## config.mk

```make
export PLATFORM = sky130hd
export DESIGN_NAME = hazard_scoreboard_flat
export DESIGN_NICKNAME = d
export VERILOG_FILES = /design/src/rtl/hazard_pkg.sv /design/src/rtl/hazard_scoreboard_if.sv /design/src/rtl/hazard_decode.sv /design/src/rtl/hazard_scoreboard.sv /design/src/flat_wrapper.sv
export SDC_FILE = /design/constraint.sdc
export NUM_CORES = 1
export LEC_CHECK = 0
export CAP_MARGIN = 20
export CORE_MARGIN = 10
export CORE_UTILIZATION = 49
export DETAILED_ROUTE_END_ITERATION = 12
export MAX_ROUTING_LAYER = met4
export PLACE_DENSITY = 0.76
export SYNTH_ARGS = -nofsm -noshare
export SYNTH_HDL_FRONTEND = slang
export SYNTH_HIERARCHICAL = 1
export SYNTH_SLANG_ARGS = --single-unit
```

## constraint.sdc

```tcl
create_clock -name clk -period 3.1 [get_ports clk]
set_clock_uncertainty 0.2 [all_clocks]
set_input_delay 0.62 -clock clk [delete_from_list [all_inputs] [get_ports clk]]
set_output_delay 0.62 -clock clk [all_outputs]
set_load 0.02 [all_outputs]
```

## src/rtl/hazard_pkg.sv

```systemverilog
// Shared MIPS decode constants and the in-flight window entry type for the
// RAW hazard scoreboard and its decode helper.
package hazard_pkg;

  localparam int MIPS_REG_W = 5;

  localparam logic [5:0] OP_RTYPE = 6'b000000;
  localparam logic [5:0] OP_J     = 6'b000010;
  localparam logic [5:0] OP_JAL   = 6'b000011;

  // Opcode class prefixes (opcode[5:3]) and branch patterns.
  localparam logic [2:0] CLS_IMM   = 3'b001;
  localparam logic [2:0] CLS_LOAD  = 3'b100;
  localparam logic [2:0] CLS_STORE = 3'b101;
  localparam logic [3:0] BR_ANY    = 4'b0001;  // 0001xx: all branches read rs
  localparam logic [4:0] BR_CMP    = 5'b00010; // 00010x: beq/bne also read rt

  localparam logic [MIPS_REG_W-1:0] REG_ZERO = 5'd0;
  localparam logic [MIPS_REG_W-1:0] REG_RA   = 5'd31;

  typedef struct packed {
    logic [MIPS_REG_W-1:0] dest;
    logic                  is_load;
  } win_entry_t;

endpackage

```

## src/rtl/hazard_scoreboard_if.sv

```systemverilog
// Decode-stage bundle between the fetch/decode front end and the hazard scoreboard.
interface hazard_scoreboard_if #(
  parameter int REG_W = 5,
  parameter int CNT_W = 16
);
  // Handshake: an instruction is accepted on an edge where instr_valid=1 and
  // stall_out=0 and flush=0; while stall_out=1 the front end holds instr_in.
  logic             instr_valid;
  logic [31:0]      instr_in;
  logic             flush;
  logic             stall_out;
  logic [REG_W-1:0] hazard_reg;
  logic [CNT_W-1:0] stall_count;

  modport master (
    output instr_valid, instr_in, flush,
    input  stall_out, hazard_reg, stall_count
  );

  modport slave (
    input  instr_valid, instr_in, flush,
    output stall_out, hazard_reg, stall_count
  );
endinterface

```

## src/rtl/hazard_decode.sv

```systemverilog
// Combinational MIPS register-usage decode: destination, load flag and which
// source fields are actually read.
module hazard_decode
  import hazard_pkg::*;
(
  input  logic [31:0]           instr,
  output logic [MIPS_REG_W-1:0] dest,
  output logic                  is_load,
  output logic [MIPS_REG_W-1:0] rs,
  output logic                  rs_used,
  output logic [MIPS_REG_W-1:0] rt,
  output logic                  rt_used
);

  logic [5:0] op;
  logic       unused_low;

  assign op         = instr[31:26];
  assign unused_low = ^instr[10:0];

  always_comb begin
    dest    = REG_ZERO;
    is_load = 1'b0;
    rs      = instr[25:21];
    rt      = instr[20:16];
    rs_used = 1'b0;
    rt_used = 1'b0;

    if (op == OP_RTYPE) begin
      dest = instr[15:11];
    end else if (op[5:3] == CLS_IMM || op[5:3] == CLS_LOAD) begin
      dest = instr[20:16];
    end else if (op == OP_JAL) begin
      dest = REG_RA;
    end

    is_load = (op[5:3] == CLS_LOAD);
    rs_used = (op == OP_RTYPE) || (op[5:2] == BR_ANY) || (op[5:3] == CLS_IMM) ||
              (op[5:3] == CLS_LOAD) || (op[5:3] == CLS_STORE);
    rt_used = (op == OP_RTYPE) || (op[5:1] == BR_CMP) || (op[5:3] == CLS_STORE);
  end

endmodule

```

## src/rtl/hazard_scoreboard.sv

```systemverilog
// RAW hazard scoreboard: DEPTH-entry window of in-flight destinations, same-cycle
// stall, flush and saturating stall counter. Optional macro: FORWARDING_EN.
module hazard_scoreboard
  import hazard_pkg::*;
#(
  parameter int DEPTH = 4,
  parameter int REG_W = 5,
  parameter int CNT_W = 16
) (
  input  logic          clk,
  input  logic          reset,
  hazard_scoreboard_if.slave bus
);

  logic [MIPS_REG_W-1:0] dec_dest, dec_rs, dec_rt;
  logic                  dec_is_load, dec_rs_used, dec_rt_used;

  hazard_decode u_decode (
    .instr   (bus.instr_in),
    .dest    (dec_dest),
    .is_load (dec_is_load),
    .rs      (dec_rs),
    .rs_used (dec_rs_used),
    .rt      (dec_rt),
    .rt_used (dec_rt_used)
  );

  win_entry_t       win_q [DEPTH];
  logic [CNT_W-1:0] cnt_q;
  logic             rs_ok, rt_ok, rs_hit, rt_hit, stall;
  logic             unused_tail;

  assign rs_ok       = dec_rs_used && (dec_rs != REG_ZERO);
  assign rt_ok       = dec_rt_used && (dec_rt != REG_ZERO);
  assign unused_tail = ^win_q[DEPTH-1];

  always_comb begin
    rs_hit = 1'b0;
    rt_hit = 1'b0;
`ifdef FORWARDING_EN
    // Bypass covers ALU results; only a load still in its first cycle blocks.
    rs_hit = rs_ok && win_q[0].is_load && (win_q[0].dest == dec_rs);
    rt_hit = rt_ok && win_q[0].is_load && (win_q[0].dest == dec_rt);
`else
    for (int i = 0; i < DEPTH; i++) begin
      if (rs_ok && (win_q[i].dest == dec_rs)) rs_hit = 1'b1;
      if (rt_ok && (win_q[i].dest == dec_rt)) rt_hit = 1'b1;
    end
`endif
  end

  assign stall           = bus.instr_valid && !bus.flush && !reset && (rs_hit || rt_hit);
  assign bus.stall_out   = stall;
  assign bus.hazard_reg  = !stall ? '0 : (rs_hit ? REG_W'(dec_rs) : REG_W'(dec_rt));
  assign bus.stall_count = cnt_q;

  always_ff @(posedge clk) begin
    if (reset || bus.flush) begin
      for (int i = 0; i < DEPTH; i++) win_q[i] <= '0;
    end else begin
      for (int i = 1; i < DEPTH; i++) win_q[i] <= win_q[i-1];
      // A stalled or idle cycle pushes a bubble so older producers keep draining.
      if (bus.instr_valid && !stall) begin
        win_q[0] <= '{dest: dec_dest, is_load: dec_is_load};
      end else begin
        win_q[0] <= '0;
      end
    end
  end

  always_ff @(posedge clk) begin
    if (reset) begin
      cnt_q <= '0;
    end else if (stall && (cnt_q != {CNT_W{1'b1}})) begin
      cnt_q <= cnt_q + 1'b1;
    end
  end

endmodule

```

## src/flat_wrapper.sv

```systemverilog
// flat-port wrapper written by rule: the top's interface ports become plain ports
module hazard_scoreboard_flat import hazard_pkg::*;
#(
  parameter int DEPTH = 4,
  parameter int REG_W = 5,
  parameter int CNT_W = 16
)
  (clk, reset, bus_instr_valid, bus_instr_in, bus_flush, bus_stall_out, bus_hazard_reg, bus_stall_count);
  hazard_scoreboard_if #(.REG_W(REG_W), .CNT_W(CNT_W)) bus_i ();
  input  logic clk;
  input  logic reset;
  input wire logic [$bits(bus_i.instr_valid)-1:0] bus_instr_valid;
  input wire logic [$bits(bus_i.instr_in)-1:0] bus_instr_in;
  input wire logic [$bits(bus_i.flush)-1:0] bus_flush;
  output wire logic [$bits(bus_i.stall_out)-1:0] bus_stall_out;
  output wire logic [$bits(bus_i.hazard_reg)-1:0] bus_hazard_reg;
  output wire logic [$bits(bus_i.stall_count)-1:0] bus_stall_count;
  assign bus_i.instr_valid = bus_instr_valid;
  assign bus_i.instr_in = bus_instr_in;
  assign bus_i.flush = bus_flush;
  assign bus_stall_out = bus_i.stall_out;
  assign bus_hazard_reg = bus_i.hazard_reg;
  assign bus_stall_count = bus_i.stall_count;
  hazard_scoreboard #(.DEPTH(DEPTH), .REG_W(REG_W), .CNT_W(CNT_W)) u_core (.clk(clk), .reset(reset), .bus(bus_i));
endmodule
```

# Word level (Yosys, flattened, before mapping)
# Memories as Yosys holds them, arrays and structs flattened.
# Cells that the tools add are included.
[totals]
n_memories = 1
ramBits = 24
register_bits = 16
wordCells = 80
inputBits = 36
[op_classes]
n_reduce_logical = 30
bitwise = 5
addsub = 1
n_eq_ne = 15
n_mux = 27
[mem_list]
columns = ["memory", "words", "word_bits", "read_ports", "rd_clocked_by_memory_dff", "write_ports", "line_no", "source"]
rows = [
  ["u_core.win_q", 4, 6, 4, 0, 4, "hazard_scoreboard.sv:28", "win_entry_t win_q [DEPTH];"],
]
[op_table]
columns = ["op", "count"]
rows = [
  ["== test 5 bit", 8],
  ["2-to-1 mux 6 bit", 5],
  ["2-to-1 mux 5 bit", 5],
  ["2-to-1 mux 1 bit", 17],
  ["adder 16 x 1 -> 16 bit (second input constant)", 1],
  ["!= test 16 bit (second input constant)", 1],
  ["logical AND 1 bit", 15],
  ["nonzero test 5 bit", 2],
  ["logical OR 1 bit", 9],
  ["== test 3 bit (second input constant)", 2],
  ["== test 6 x 2 -> 1 bit (second input constant)", 1],
  ["zero test 6 bit", 1],
  ["== test 5 x 2 -> 1 bit (second input constant)", 1],
  ["OR 1 bit", 5],
  ["== test 4 x 1 -> 1 bit (second input constant)", 1],
  ["== test 3 x 1 -> 1 bit (second input constant)", 1],
  ["zero test 1 bit", 3],
]

# Depth between registers and ports, before layout
# Gate-level depths: netlist (run 1).
[logic_depth]
word_depth = 20
mapped_depth = 11
mapped_depth_nobuf = 8

# Hierarchy
# Netlist (run 1), hierarchy kept.
[by_module_without_submodules]
columns = ["mod", "seq_area_each_um2", "cells_each", "area_each_um2", "n_inst"]
rows = [
  ["hazard_scoreboard", 720.7, 227, 1976.9, 1],
  ["hazard_decode", 0.0, 33, 236.5, 1],
]

# Worst setup path before layout (run 1)
# No wires, ideal clock.
[synth_path]
path_kind = "in2out"
from = "in bus_instr_in[21]"
to = "out bus_hazard_reg[0]"
t_required_ns = 2.280
path_stages = 9
path_slack_ns = -0.076
arrival_ns = 2.356
path_cell_list = "buf_4 -> buf_2 -> xor2_1 -> nor3_2 -> a22oi_1 -> a31oi_4 -> or2_1 -> nand3_1 -> nor2_1"
[synth_between]
elab_chain_cells = 10
word_cells_on_any_way = 18
classes_between = "eq/ne (4); mux (6); reduce/logical (8)"
[synth_lines]
columns = ["item", "line_no", "source"]
rows = [
  ["start: declaration", "flat_wrapper.sv:13", "input wire logic [$bits(bus_i.instr_in)-1:0] bus_instr_in;"],
  ["nonzero test 5 bit", "hazard_scoreboard.sv:33", "assign rs_ok = dec_rs_used && (dec_rs != REG_ZERO);"],
  ["logical AND 1 bit", "hazard_scoreboard.sv:33", ""],
  ["logical AND 1 bit", "hazard_scoreboard.sv:46", "if (rs_ok && (win_q[i].dest == dec_rs)) rs_hit = 1'b1;"],
  ["2-to-1 mux 1 bit (4 in series)", "hazard_scoreboard.sv:46", ""],
  ["logical OR 1 bit", "hazard_scoreboard.sv:52", "assign stall = bus.instr_valid && !bus.flush && !reset && (rs_hit || rt_hit);"],
  ["logical AND 1 bit", "hazard_scoreboard.sv:52", ""],
  ["2-to-1 mux 5 bit *", "hazard_scoreboard.sv:54", "assign bus.hazard_reg = !stall ? '0 : (rs_hit ? REG_W'(dec_rs) : REG_W'(dec_rt));"],
  ["end: declaration", "flat_wrapper.sv:16", "output wire logic [$bits(bus_i.hazard_reg)-1:0] bus_hazard_reg;"],
]
# Every way passes the cells marked *; elsewhere a longest branch is shown, timed or not.

# Final worst setup path (run 1)
[layout_path]
from = "in bus_instr_in[29]"
to = "out bus_hazard_reg[0]"
[layout_between]
elab_chain_cells = 14
word_cells_on_any_way = 34
classes_between = "eq/ne (5); mux (10); reduce/logical (19)"
[layout_lines]
columns = ["item", "line_no", "source"]
rows = [
  ["== test 4 x 1 -> 1 bit / zero test 6 bit (equally long branches)", "hazard_decode.sv:38", "rs_used = (op == OP_RTYPE) || (op[5:2] == BR_ANY) || (op[5:3] == CLS_IMM) ||"],
  ["logical OR 1 bit (3 in series)", "hazard_decode.sv:38", ""],
  ["logical OR 1 bit *", "hazard_decode.sv:39", "(op[5:3] == CLS_LOAD) || (op[5:3] == CLS_STORE);"],
  ["named net u_core.dec_rs_used", "hazard_scoreboard.sv:16", "logic dec_is_load, dec_rs_used, dec_rt_used;"],
  ["logical AND 1 bit *", "hazard_scoreboard.sv:33", ""],
  ["logical AND 1 bit", "hazard_scoreboard.sv:46", ""],
  ["2-to-1 mux 1 bit (3 in series)", "hazard_scoreboard.sv:46", ""],
  ["2-to-1 mux 1 bit *", "hazard_scoreboard.sv:46", ""],
  ["logical OR 1 bit", "hazard_scoreboard.sv:52", ""],
  ["logical AND 1 bit", "hazard_scoreboard.sv:52", ""],
  ["2-to-1 mux 5 bit *", "hazard_scoreboard.sv:54", ""],
]
# The timed path passes the listed nets; every way through them passes the cells marked *.

==> run_summary.xml, run 1 <==
<?xml version="1.0" encoding="UTF-8"?>
<metrics>
  <group name="logic_synthesis">
    <metric name="netlist_instances" unit="">259</metric>
    <metric name="post_synth_instance_area" unit="um^2">2210</metric>
    <metric name="post_synth.cell_area_avg" unit="um^2">8.52</metric>
    <metric name="yosys_warnings" unit="">6</metric>
    <metric name="mappedNetlistNets" unit="">296</metric>
  </group>
  <group name="grt">
    <metric name="maximum_number_of_pins_on_one_net_before_global_route_repair" unit="">27</metric>
    <metric name="wire_length_of_the_first_global_routing_pass" unit="mm">9.39</metric>
    <metric name="groute.usage.overall" unit="">0.155</metric>
    <metric name="globalRoute.totalOverflow" unit="">0</metric>
    <metric name="first_global_vias" unit="">2062</metric>
    <metric name="antenna_found_initial" unit="">0</metric>
  </group>
  <group name="worst_hold_path">
    <metric name="hold_depth" unit="">1</metric>
    <metric name="worst_hold_path_type" unit="">reg2reg</metric>
  </group>
  <group name="worst_setup_path">
    <metric name="worst_setup_path_end_kind" unit="">output port</metric>
    <metric name="critPathMostFrequentCell" unit="">sky130_fd_sc_hd__buf_6</metric>
    <metric name="crit_slowest_cell" unit="">sky130_fd_sc_hd__nor4_4</metric>
    <metric name="start_kind" unit="">input pin</metric>
    <metric name="worstPathBufferInverterCount" unit="">3</metric>
    <metric name="critical_path_data_arrival_time" unit="ns">2.31</metric>
    <metric name="crit_required" unit="ns">2.28</metric>
    <metric name="worstPathMaxFanout" unit="">6</metric>
    <metric name="ff2ff_path_depth" unit="">11</metric>
    <metric name="critPathMaxStageDelay" unit="ns">0.29</metric>
    <metric name="category_of_the_most_critical_setup_path" unit="">in2out</metric>
    <metric name="worst_path_dominant_cell_family" unit="">simple AND/OR/NAND/NOR gates</metric>
    <metric name="critical_path.cell_chain" unit="">buf_6, buf_6, nor4_4, nand2_1, o21ai_2, o21ai_4, a31oi_4, or2_4, nand3_4, nor2_4, buf_6</metric>
    <metric name="wp_depth" unit="">11</metric>
  </group>
  <group name="timing">
    <metric name="final_critical_path_setup_slack" unit="ns">-0.0282</metric>
    <metric name="final_min_period_over_clock_period" unit="">1.01</metric>
    <metric name="timing.setup.tns" unit="ns">-0.124</metric>
    <metric name="max_slew_margin" unit="">0.715</metric>
    <metric name="max_clock_freq" unit="GHz">0.320</metric>
    <metric name="report.final.hold_viol_count" unit="">0</metric>
    <metric name="unrepaired_setup_endpoints_after_global_routing" unit="">true</metric>
    <metric name="setup_viol" unit="">6</metric>
    <metric name="report.final.slew_viol_count" unit="">0</metric>
    <metric name="worst_slew_pin_slew" unit="ns">0.426</metric>
    <metric name="final_period_minus_worst_setup_slack" unit="ns">3.13</metric>
  </group>
  <group name="placement">
    <metric name="detailedPlacementHpwl" unit="mm">4.16</metric>
    <metric name="numPortBuffers" unit="">46</metric>
    <metric name="gp_congestion" unit="">0.839</metric>
    <metric name="place.detailed.instances" unit="">357</metric>
  </group>
  <group name="floorplan">
    <metric name="floorplan.die_area" unit="um^2">7590</metric>
    <metric name="die_w" unit="um">87.1</metric>
    <metric name="floorplan.initialDensity" unit="">0.507</metric>
    <metric name="design.core.area" unit="um^2">4350</metric>
    <metric name="num_io_pins" unit="">58</metric>
    <metric name="std_cell_rows" unit="">24</metric>
    <metric name="die_y" unit="um">87.1</metric>
  </group>
  <group name="drt">
    <metric name="via_per_inst" unit="">5.34</metric>
    <metric name="drc" unit="">0</metric>
    <metric name="first_iter_violations" unit="">95</metric>
    <metric name="routed_wirelength" unit="mm">5.68</metric>
    <metric name="wire_per_inst" unit="um">15.2</metric>
    <metric name="final_antenna_violating_net_count" unit="">0</metric>
    <metric name="drt_first_pass_iters" unit="">4</metric>
    <metric name="detailroute.via_count" unit="">2002</metric>
  </group>
  <group name="pwr">
    <metric name="p_switching" unit="mW">0.248</metric>
    <metric name="p_leak" unit="nW">1.22</metric>
    <metric name="relative_contribution_of_sequential_cells_to_total_power" unit="">0.449</metric>
    <metric name="clockPowerShare" unit="">0.393</metric>
    <metric name="power_per_cell_area" unit="nW/um^2">335</metric>
    <metric name="share_of_power_burned_in_combinational_logic" unit="">0.158</metric>
    <metric name="cell_internal_power" unit="mW">0.788</metric>
    <metric name="switching_share" unit="">0.239</metric>
    <metric name="ir_worst_vdd" unit="V">0.000165</metric>
  </group>
  <group name="cts">
    <metric name="clock-root-buffer" unit="">sky130_fd_sc_hd__clkbuf_8</metric>
    <metric name="cts.reportedPaths.clkPinSlew" unit="ns">0.07</metric>
    <metric name="cts.htree.levels" unit="">2</metric>
    <metric name="cts_tree" unit="">done</metric>
    <metric name="cts.path.max_buffers" unit="">2</metric>
    <metric name="cts_sinks" unit="">36</metric>
    <metric name="cts_hold_repair.buffers" unit="">0</metric>
    <metric name="insertion_delay" unit="ns">0.29</metric>
    <metric name="numCtsBuffers" unit="">5</metric>
  </group>
  <group name="run_status">
    <metric name="violations" unit="">setup timing</metric>
    <metric name="result_of_the_run" unit="">complete, but fails checks</metric>
  </group>
  <group name="finish">
    <metric name="stdcell_count" unit="">375</metric>
    <metric name="final_layout_size_suffix_gt1_frac" unit="">0.272</metric>
    <metric name="nets" unit="">359</metric>
    <metric name="antenna_cells" unit="">0</metric>
    <metric name="area_growth_syn_to_fin" unit="%">40.2</metric>
  </group>
  <group name="run">
    <metric name="maxCapViolations" unit="">0</metric>
  </group>
</metrics>
[path summary, 6_finish.rpt]
path	from	slack [ns]	end
max reg2reg	u_core/win_q[0][10]	0.67	u_core/bus.stall_count[13]
max	bus_instr_in[29]	-0.03	bus_hazard_reg[0]
min reg2reg	u_core/win_q[1][5]	0.31	u_core/win_q[1][11]
min	u_core/win_q[1][5]	0.31	u_core/win_q[1][11]
[final cells by class]
class	instances	area, um^2
clock inverter	2	35.0
timing repair buffer	82	728
clock buffer	6	72.6
tap	52	65.1
multi-input combinational	195	1460
inverter	2	7.51
sequential	36	721
fill	343	1260
[cell usage in the layout, fill, tap and decap left out, types with 11 or more instances in the layout]
cell / n
sky130_fd_sc_hd__dfxtp_1: 36
sky130_fd_sc_hd__xor2_1: 34
sky130_fd_sc_hd__buf_4: 29
sky130_fd_sc_hd__clkdlybuf4s50_1: 24
sky130_fd_sc_hd__and2_1: 23
sky130_fd_sc_hd__or3_1: 14
sky130_fd_sc_hd__buf_6: 13
sky130_fd_sc_hd__o21ai_1: 13
sky130_fd_sc_hd__a21oi_1: 12
sky130_fd_sc_hd__nor2_1: 11
[routing by layer]
| layer | routed length (um) | up-vias | share of wire | track usage |
|---|---|---|---|---|
| met3 | 364 | 8 | 0.064 | 0.0468 |
| met4 | 85 | 0 | 0.015 | 0.0565 |
| li1 | - | 1006 | - | - |
| met1 | 2530 | 930 | 0.45 | 0.179 |
| met2 | 2700 | 58 | 0.48 | 0.247 |
| met5 | 0 | - | 0 | - |
[metrics by stage]
| step | setup WS (ns) | hold WS (ns) | util | area [um^2] | total power, mW |
|---|---|---|---|---|---|
| floorplan | 0.00583 | 0.291 | - | 2260 | 0.560 |
| finish | -0.0282 | 0.309 | 0.710 | 3090 | 1.04 |
| global route | -0.0952 | 0.331 | 0.710 | 3090 | 1.08 |
| detailed placement | -0.857 | 0.301 | 0.649 | 2830 | 0.618 |
| global placement | -0.798 | 0.287 | 0.649 | 2830 | 0.617 |
| CTS | -0.0548 | 0.306 | 0.706 | 3070 | 1.04 |
[power by group through the flow]
| stage | Sequential, mW | Clock, mW | Combinational (mW) |
|---|---|---|---|
| 4_1_cts | 0.465 | 0.414 | 0.159 |
| 3_3_place_gp | 0.476 | 0 | 0.141 |
| 3_5_place_dp | 0.476 | 0 | 0.142 |
| 5_1_grt | 0.465 | 0.437 | 0.175 |
| 6_report | 0.465 | 0.407 | 0.163 |
| 2_1_floorplan | 0.476 | 0 | 0.0842 |
[flip-flops by register name (all words and copies together) (netlist names)]
register                cells
u_core/win_q               20
u_core/bus.stall_count     16
[what timing repair did]
| item | in CTS | in global routing |
|---|---|---|
| pin swaps | 19 | 9 |
| setup buffers | 8 | 2 |
| endpoints found under the hold margin | 0 | 0 |
| resized for setup | 110 | 9 |
| setup endpoints to repair | 6 | 6 |
Power figures use the tool's default switching activity.
==> run 2: changes to the inputs <==
--- a/config.mk
+++ b/config.mk
@@ -6,9 +6,10 @@
 export NUM_CORES = 1
 export LEC_CHECK = 0
 export CAP_MARGIN = 20
-export CORE_MARGIN = 10
+export CORE_MARGIN = 5
 export CORE_UTILIZATION = 49
 export DETAILED_ROUTE_END_ITERATION = 12
+export GPL_ROUTABILITY_DRIVEN = 0
 export MAX_ROUTING_LAYER = met4
 export PLACE_DENSITY = 0.76
 export SYNTH_ARGS = -nofsm -noshare
==> run 2 against run 1 <==
  * The run still ends with setup timing left
  * Global-route usage grew 5.1 points
  * First-iteration DRC count is 56% higher
  * Register-to-register slack lost 0.41 ns
  * Sequential power about the same
  * Worst hold slack better by 0.0092 ns
  * Cell area increased by 6.9%
  * Clock power about the same
  * Wire length up 10%
  * Largest power group unchanged
==> run_summary.xml, run 2 (synthesized netlist as in run 1, its figures left out) <==
<?xml version="1.0" encoding="UTF-8"?>
<metrics>
  <group name="finish">
    <metric name="regMostFlops" unit="">u_core/win_q</metric>
    <metric name="final_layout_size_suffix_gt1_frac" unit="">0.334</metric>
    <metric name="largest_reg_flops" unit="">20</metric>
    <metric name="layout.cells.most_common" unit="">sky130_fd_sc_hd__dfxtp_1</metric>
    <metric name="final_util" unit="">0.759</metric>
    <metric name="multiInputGateArea" unit="um^2">1480</metric>
    <metric name="final_cell_mix" unit="">sky130_fd_sc_hd__dfxtp_1, sky130_fd_sc_hd__buf_4, sky130_fd_sc_hd__xor2_1, sky130_fd_sc_hd__clkdlybuf4s50_1, sky130_fd_sc_hd__and2_1</metric>
    <metric name="layout.cell_area.non_filler" unit="um^2">3310</metric>
    <metric name="antenna_cells" unit="">0</metric>
    <metric name="area_growth_syn_to_fin" unit="%">49.9</metric>
    <metric name="layout.area.seq" unit="um^2">721</metric>
    <metric name="fill_cells" unit="">310</metric>
    <metric name="nets" unit="">374</metric>
    <metric name="stdcell_count" unit="">390</metric>
  </group>
  <group name="pwr">
    <metric name="p_leak" unit="nW">1.34</metric>
    <metric name="ir_worst_vdd" unit="V">0.000168</metric>
    <metric name="total_power" unit="mW">1.05</metric>
    <metric name="power_per_cell_area" unit="nW/um^2">318</metric>
  </group>
  <group name="grt">
    <metric name="groute.usage.overall" unit="">0.206</metric>
    <metric name="global_route.usage.met3" unit="">0.0422</metric>
    <metric name="grtUsageMet1" unit="">0.254</metric>
    <metric name="top_usage_layer" unit="">met2</metric>
    <metric name="globalRoute.totalOverflow" unit="">0</metric>
    <metric name="first_global_vias" unit="">2081</metric>
    <metric name="groute.layer.met2.usage" unit="">0.331</metric>
    <metric name="wire_length_of_the_first_global_routing_pass" unit="mm">9.81</metric>
    <metric name="antenna_found_initial" unit="">0</metric>
    <metric name="maximum_number_of_pins_on_one_net_before_global_route_repair" unit="">17</metric>
  </group>
  <group name="floorplan">
    <metric name="num_io_pins" unit="">58</metric>
    <metric name="die_y" unit="um">77.1</metric>
    <metric name="floorplan.die_area" unit="um^2">5940</metric>
    <metric name="design.core.area" unit="um^2">4350</metric>
    <metric name="floorplan.initialDensity" unit="">0.507</metric>
    <metric name="std_cell_rows" unit="">24</metric>
    <metric name="die_w" unit="um">77.1</metric>
  </group>
  <group name="cts">
    <metric name="numCtsBuffers" unit="">5</metric>
    <metric name="cts.path.max_buffers" unit="">2</metric>
    <metric name="clock-root-buffer" unit="">sky130_fd_sc_hd__clkbuf_8</metric>
    <metric name="cts_sinks" unit="">36</metric>
    <metric name="cts.htree.levels" unit="">2</metric>
    <metric name="cts_tree" unit="">done</metric>
    <metric name="cts.reportedPaths.clkPinSlew" unit="ns">0.08</metric>
    <metric name="cts_hold_repair.buffers" unit="">0</metric>
    <metric name="insertion_delay" unit="ns">0.29</metric>
  </group>
  <group name="drt">
    <metric name="via_per_inst" unit="">5.56</metric>
    <metric name="first_iter_violations" unit="">148</metric>
    <metric name="drc" unit="">0</metric>
    <metric name="routed_wirelength" unit="mm">6.27</metric>
    <metric name="wire_per_inst" unit="um">16.1</metric>
    <metric name="drt_first_pass_iters" unit="">4</metric>
    <metric name="final_antenna_violating_net_count" unit="">0</metric>
    <metric name="detailroute.via_count" unit="">2168</metric>
  </group>
  <group name="timing">
    <metric name="worst_slew_pin_slew" unit="ns">0.419</metric>
    <metric name="final_min_period_over_clock_period" unit="">1.02</metric>
    <metric name="final_critical_path_setup_slack" unit="ns">-0.0727</metric>
    <metric name="final_period_minus_worst_setup_slack" unit="ns">3.17</metric>
    <metric name="report.final.hold_viol_count" unit="">0</metric>
    <metric name="report.final.slew_viol_count" unit="">0</metric>
    <metric name="setup_viol" unit="">7</metric>
    <metric name="max_slew_margin" unit="">0.720</metric>
    <metric name="max_clock_freq" unit="GHz">0.315</metric>
    <metric name="unrepaired_setup_endpoints_after_global_routing" unit="">true</metric>
  </group>
  <group name="worst_setup_path">
    <metric name="worstPathMaxFanout" unit="">6</metric>
    <metric name="crit_required" unit="ns">2.28</metric>
    <metric name="critPathMostFrequentCell" unit="">sky130_fd_sc_hd__buf_6</metric>
    <metric name="critPathMaxStageDelay" unit="ns">0.24</metric>
    <metric name="crit_slowest_cell" unit="">sky130_fd_sc_hd__nor3_2</metric>
    <metric name="worstPathBufferInverterCount" unit="">5</metric>
    <metric name="critical_path_data_arrival_time" unit="ns">2.35</metric>
    <metric name="start_kind" unit="">input pin</metric>
    <metric name="critical_path.cell_chain" unit="">clkbuf_2, buf_6, buf_4, xor2_1, nor3_2, a22oi_2, a31oi_2, or2_4, nand3_4, buf_12, nor2_4, buf_6</metric>
    <metric name="worst_path_dominant_cell_family" unit="">buffers and inverters</metric>
    <metric name="category_of_the_most_critical_setup_path" unit="">in2out</metric>
    <metric name="worst_setup_path_end_kind" unit="">output port</metric>
  </group>
  <group name="run">
    <metric name="maxCapViolations" unit="">0</metric>
  </group>
  <group name="run_status">
    <metric name="result_of_the_run" unit="">complete, but fails checks</metric>
    <metric name="violations" unit="">setup timing</metric>
  </group>
  <group name="placement">
    <metric name="place_ws" unit="ns">-0.831</metric>
    <metric name="detailedPlacementHpwl" unit="mm">3.99</metric>
    <metric name="postPlaceCellArea" unit="um^2">2820</metric>
    <metric name="place.detailed.instances" unit="">356</metric>
    <metric name="numPortBuffers" unit="">46</metric>
  </group>
  <group name="worst_hold_path">
    <metric name="worst_hold_path_type" unit="">reg2reg</metric>
  </group>
</metrics>
run 2: worst paths after layout:
| path | cells past startpoint | slack [ns] | startpoint | endpoint |
|---|---|---|---|---|
| hold reg to reg | 2 | 0.32 | u_core/bus.stall_count[11] | u_core/bus.stall_count[11] |
| setup / recovery | 12 | -0.07 | bus_instr_in[18] | bus_hazard_reg[1] |
| hold / removal | 2 | 0.32 | u_core/bus.stall_count[11] | u_core/bus.stall_count[11] |
| setup reg to reg | 14 | 0.26 | u_core/win_q[0][10] | u_core/bus.stall_count[8] |
run 2: layer usage:
metal	share of wire	up-vias	wire (um)
met3	0.064	16	402
li1	-	1039	-
met1	0.43	1022	2690
met2	0.48	91	3020
met5	0	-	0
met4	0.025	0	157
run 2: final cells by class:
cell class                      instances  area share
Multi-Input combinational cell        195       0.448
Timing Repair Buffer                   97       0.279
Sequential cell                        36       0.218
Clock buffer                            6      0.0219
Tap cell                               52      0.0197
Clock inverter                          2      0.0106
Inverter                                2     0.00227
run 2: worst register-to-register path, delay by kind of cell, from the launching register on:
kind	cells	cell delay (ns)
AND/OR/NAND/NOR	2	0.61
AO/OA/AOI/OAI	4	0.61
buffers and inverters	7	0.82
flip-flops	1	0.34
XOR/XNOR	1	0.18
run 2: where the power goes:
part	leakage (nW)	internal [mW]	switching (mW)
Combinational	0.999	0.0932	0.0846
Sequential	0.290	0.464	0.00162
Clock	0.0552	0.239	0.169
run 2: what timing repair did:
item	in CTS	in global routing
pin swaps	26	23
endpoints found under the setup margin	6	19
resized for setup	94	42
cloned	3	0
buffers inserted	21	5
run 2: metrics by stage:
stage / TNS (ns) / hold WS [ns]
after CTS: -0.511 / 0.314
after floorplan: 0 / 0.291
after global placement: -5.33 / 0.287
final: -0.255 / 0.318
after global routing: -0.697 / 0.332
after detailed placement: -5.76 / 0.301
==> run 3: changes to the inputs <==
--- a/config.mk
+++ b/config.mk
@@ -6,12 +6,13 @@
 export NUM_CORES = 1
 export LEC_CHECK = 0
 export CAP_MARGIN = 20
-export CORE_MARGIN = 5
-export CORE_UTILIZATION = 49
+export CORE_MARGIN = 2
+export CORE_UTILIZATION = 35
+export CTS_BUF_LIST = sky130_fd_sc_hd__clkbuf_8
 export DETAILED_ROUTE_END_ITERATION = 12
 export GPL_ROUTABILITY_DRIVEN = 0
 export MAX_ROUTING_LAYER = met4
-export PLACE_DENSITY = 0.76
+export PLACE_DENSITY = 0.57
 export SYNTH_ARGS = -nofsm -noshare
 export SYNTH_HDL_FRONTEND = slang
 export SYNTH_HIERARCHICAL = 1
==> run 3 against run 2 <==
  * The run still ends with setup timing left
  * Utilization is 22 points lower
  * Final cell count increased by 3.6%
  * Total power increased by 0.44%
  * Sequential power barely moved
  * Global-route usage fell by 3.6 points
  * Non-clock buffer count shrank 9
  * Highest routed layer unchanged
  * Sequential share of layout area rose by 0.65 points
  * Critical endpoint is now bus_hazard_reg[2]
==> run_summary.xml, run 3 (synthesized netlist as in run 1, its figures left out) <==
<?xml version="1.0" encoding="UTF-8"?>
<metrics>
  <group name="cts">
    <metric name="cts_tree" unit="">done</metric>
    <metric name="cts.reportedPaths.clkPinSlew" unit="ns">0.08</metric>
    <metric name="numCtsBuffers" unit="">5</metric>
    <metric name="cts_hold_repair.buffers" unit="">0</metric>
    <metric name="clock-root-buffer" unit="">sky130_fd_sc_hd__clkbuf_8</metric>
    <metric name="cts.path.max_buffers" unit="">2</metric>
    <metric name="insertion_delay" unit="ns">0.30</metric>
    <metric name="cts_sinks" unit="">36</metric>
    <metric name="cts.htree.levels" unit="">2</metric>
  </group>
  <group name="floorplan">
    <metric name="std_cell_rows" unit="">28</metric>
    <metric name="design.core.area" unit="um^2">5990</metric>
    <metric name="die_y" unit="um">83.4</metric>
    <metric name="floorplan.initialDensity" unit="">0.368</metric>
    <metric name="die_w" unit="um">83.4</metric>
    <metric name="num_io_pins" unit="">58</metric>
    <metric name="floorplan.die_area" unit="um^2">6950</metric>
  </group>
  <group name="pwr">
    <metric name="ir_worst_vdd" unit="V">0.000181</metric>
    <metric name="power_per_cell_area" unit="nW/um^2">329</metric>
    <metric name="p_leak" unit="nW">1.27</metric>
    <metric name="total_power" unit="mW">1.06</metric>
  </group>
  <group name="finish">
    <metric name="stdcell_count" unit="">404</metric>
    <metric name="final_layout_size_suffix_gt1_frac" unit="">0.325</metric>
    <metric name="nets" unit="">365</metric>
    <metric name="layout.cells.most_common" unit="">sky130_fd_sc_hd__dfxtp_1</metric>
    <metric name="area_growth_syn_to_fin" unit="%">45.6</metric>
    <metric name="largest_reg_flops" unit="">20</metric>
    <metric name="antenna_cells" unit="">0</metric>
    <metric name="final_cell_mix" unit="">sky130_fd_sc_hd__dfxtp_1, sky130_fd_sc_hd__xor2_1, sky130_fd_sc_hd__buf_4, sky130_fd_sc_hd__clkdlybuf4s50_1, sky130_fd_sc_hd__and2_1</metric>
    <metric name="regMostFlops" unit="">u_core/win_q</metric>
  </group>
  <group name="worst_hold_path">
    <metric name="hold_depth" unit="">1</metric>
    <metric name="worst_hold_path_type" unit="">reg2reg</metric>
  </group>
  <group name="timing">
    <metric name="final_period_minus_worst_setup_slack" unit="ns">3.14</metric>
    <metric name="final_critical_path_setup_slack" unit="ns">-0.0393</metric>
    <metric name="setup_viol" unit="">5</metric>
    <metric name="max_slew_margin" unit="">0.611</metric>
    <metric name="report.final.hold_viol_count" unit="">0</metric>
    <metric name="report.final.slew_viol_count" unit="">0</metric>
    <metric name="final_min_period_over_clock_period" unit="">1.01</metric>
    <metric name="worst_slew_pin_slew" unit="ns">0.581</metric>
    <metric name="unrepaired_setup_endpoints_after_global_routing" unit="">true</metric>
    <metric name="max_clock_freq" unit="GHz">0.319</metric>
  </group>
  <group name="run">
    <metric name="maxCapViolations" unit="">0</metric>
  </group>
  <group name="grt">
    <metric name="global_route.usage.met3" unit="">0.0258</metric>
    <metric name="grtUsageMet1" unit="">0.240</metric>
    <metric name="maximum_number_of_pins_on_one_net_before_global_route_repair" unit="">26</metric>
    <metric name="groute.usage.overall" unit="">0.170</metric>
    <metric name="first_global_vias" unit="">1942</metric>
    <metric name="antenna_found_initial" unit="">0</metric>
    <metric name="top_usage_layer" unit="">met2</metric>
    <metric name="wire_length_of_the_first_global_routing_pass" unit="mm">9.37</metric>
    <metric name="globalRoute.totalOverflow" unit="">0</metric>
    <metric name="groute.layer.met2.usage" unit="">0.248</metric>
  </group>
  <group name="worst_setup_path">
    <metric name="worst_setup_path_end_kind" unit="">output port</metric>
    <metric name="worstPathMaxFanout" unit="">4</metric>
    <metric name="critPathMaxStageDelay" unit="ns">0.31</metric>
    <metric name="critical_path.cell_chain" unit="">buf_6, buf_6, nor4_4, nand2_1, o21ai_2, o21ai_4, a31oi_4, or2_4, nand3_4, buf_12, nor2_4, buf_6</metric>
    <metric name="category_of_the_most_critical_setup_path" unit="">in2out</metric>
    <metric name="crit_required" unit="ns">2.28</metric>
    <metric name="crit_slowest_cell" unit="">sky130_fd_sc_hd__nor4_4</metric>
    <metric name="critPathMostFrequentCell" unit="">sky130_fd_sc_hd__buf_6</metric>
    <metric name="critical_path_data_arrival_time" unit="ns">2.32</metric>
    <metric name="ff2ff_path_depth" unit="">10</metric>
    <metric name="start_kind" unit="">input pin</metric>
  </group>
  <group name="run_status">
    <metric name="result_of_the_run" unit="">complete, but fails checks</metric>
    <metric name="violations" unit="">setup timing</metric>
  </group>
  <group name="placement">
    <metric name="detailedPlacementHpwl" unit="mm">4.10</metric>
    <metric name="numPortBuffers" unit="">46</metric>
    <metric name="place.detailed.instances" unit="">379</metric>
  </group>
  <group name="drt">
    <metric name="routed_wirelength" unit="mm">5.71</metric>
    <metric name="drt_first_pass_iters" unit="">4</metric>
    <metric name="final_antenna_violating_net_count" unit="">0</metric>
    <metric name="first_iter_violations" unit="">88</metric>
    <metric name="drc" unit="">0</metric>
    <metric name="via_per_inst" unit="">4.90</metric>
    <metric name="detailroute.via_count" unit="">1979</metric>
    <metric name="wire_per_inst" unit="um">14.1</metric>
  </group>
</metrics>
==> run 3: cell types whose count changed in the layout (fill, tap and decap cells not counted), sizes merged <==
cell,delta
clkinv,+1
clkinvlp,+1
inv,-1
dlygate4sd2,+1
clkbuf,-5
bufbuf,-1
buf,-5
==> run 3: routing by layer <==
| metal | up-vias | share of wire |
|---|---|---|
| met5 | - | 0 |
| met4 | 0 | 0.014 |
| met3 | 6 | 0.043 |
| met2 | 50 | 0.46 |
| met1 | 901 | 0.48 |
| li1 | 1022 | - |
==> run 3: metrics by stage <==
| step | hold WS (ns) | setup slack (ns) | setup TNS, ns | area (um^2) | utilization |
|---|---|---|---|---|---|
| after CTS | 0.306 | -0.0807 | -0.297 | 3130 | 0.523 |
| after global placement | 0.293 | -0.870 | -7.41 | 2830 | 0.473 |
| after global routing | 0.332 | -0.143 | -0.691 | 3210 | 0.536 |
| after floorplan | 0.291 | 0.00583 | 0 | 2260 | - |
| final | 0.310 | -0.0393 | -0.144 | 3210 | 0.536 |
| after detailed placement | 0.301 | -0.872 | -7.59 | 2830 | 0.473 |
==> run 3: layout make-up <==
class | count | area, um^2
repair buffers | 88 | 783
inverters | 2 | 12.5
well taps | 75 | 93.8
clock buffers | 5 | 68.8
flip-flops and latches | 36 | 721
multi-input cells | 195 | 1490
fillers | 560 | 2780
clock inverters | 3 | 42.5
==> run 3: path summary, 6_finish.rpt <==
kind | start | to | slack, ns
max reg2reg | u_core/win_q[1][3] | u_core/bus.stall_count[3] | 0.52
max | bus_instr_in[31] | bus_hazard_reg[2] | -0.04
min | u_core/win_q[0][11] | u_core/win_q[1][5] | 0.31
min reg2reg | u_core/win_q[0][11] | u_core/win_q[1][5] | 0.31
==> run 3: critical path, delay by kind of cell <==
| kind | cells | cell delay (ns) |
|---|---|---|
| buffers and inverters | 4 | 0.48 |
| AO/OA/AOI/OAI | 3 | 0.40 |
| AND/OR/NAND/NOR | 5 | 0.81 |
==> run 3: repair_timing <==
action,in CTS,in global routing
pin swaps,14,19
buffers inserted,13,5
endpoints found under the setup margin,6,6
resized for setup,110,26
==> run 3: where the power goes <==
part	total (mW)	switching, mW	internal (mW)
clock network	0.420	0.182	0.238
logic	0.170	0.0817	0.0885
registers	0.465	0.00155	0.463
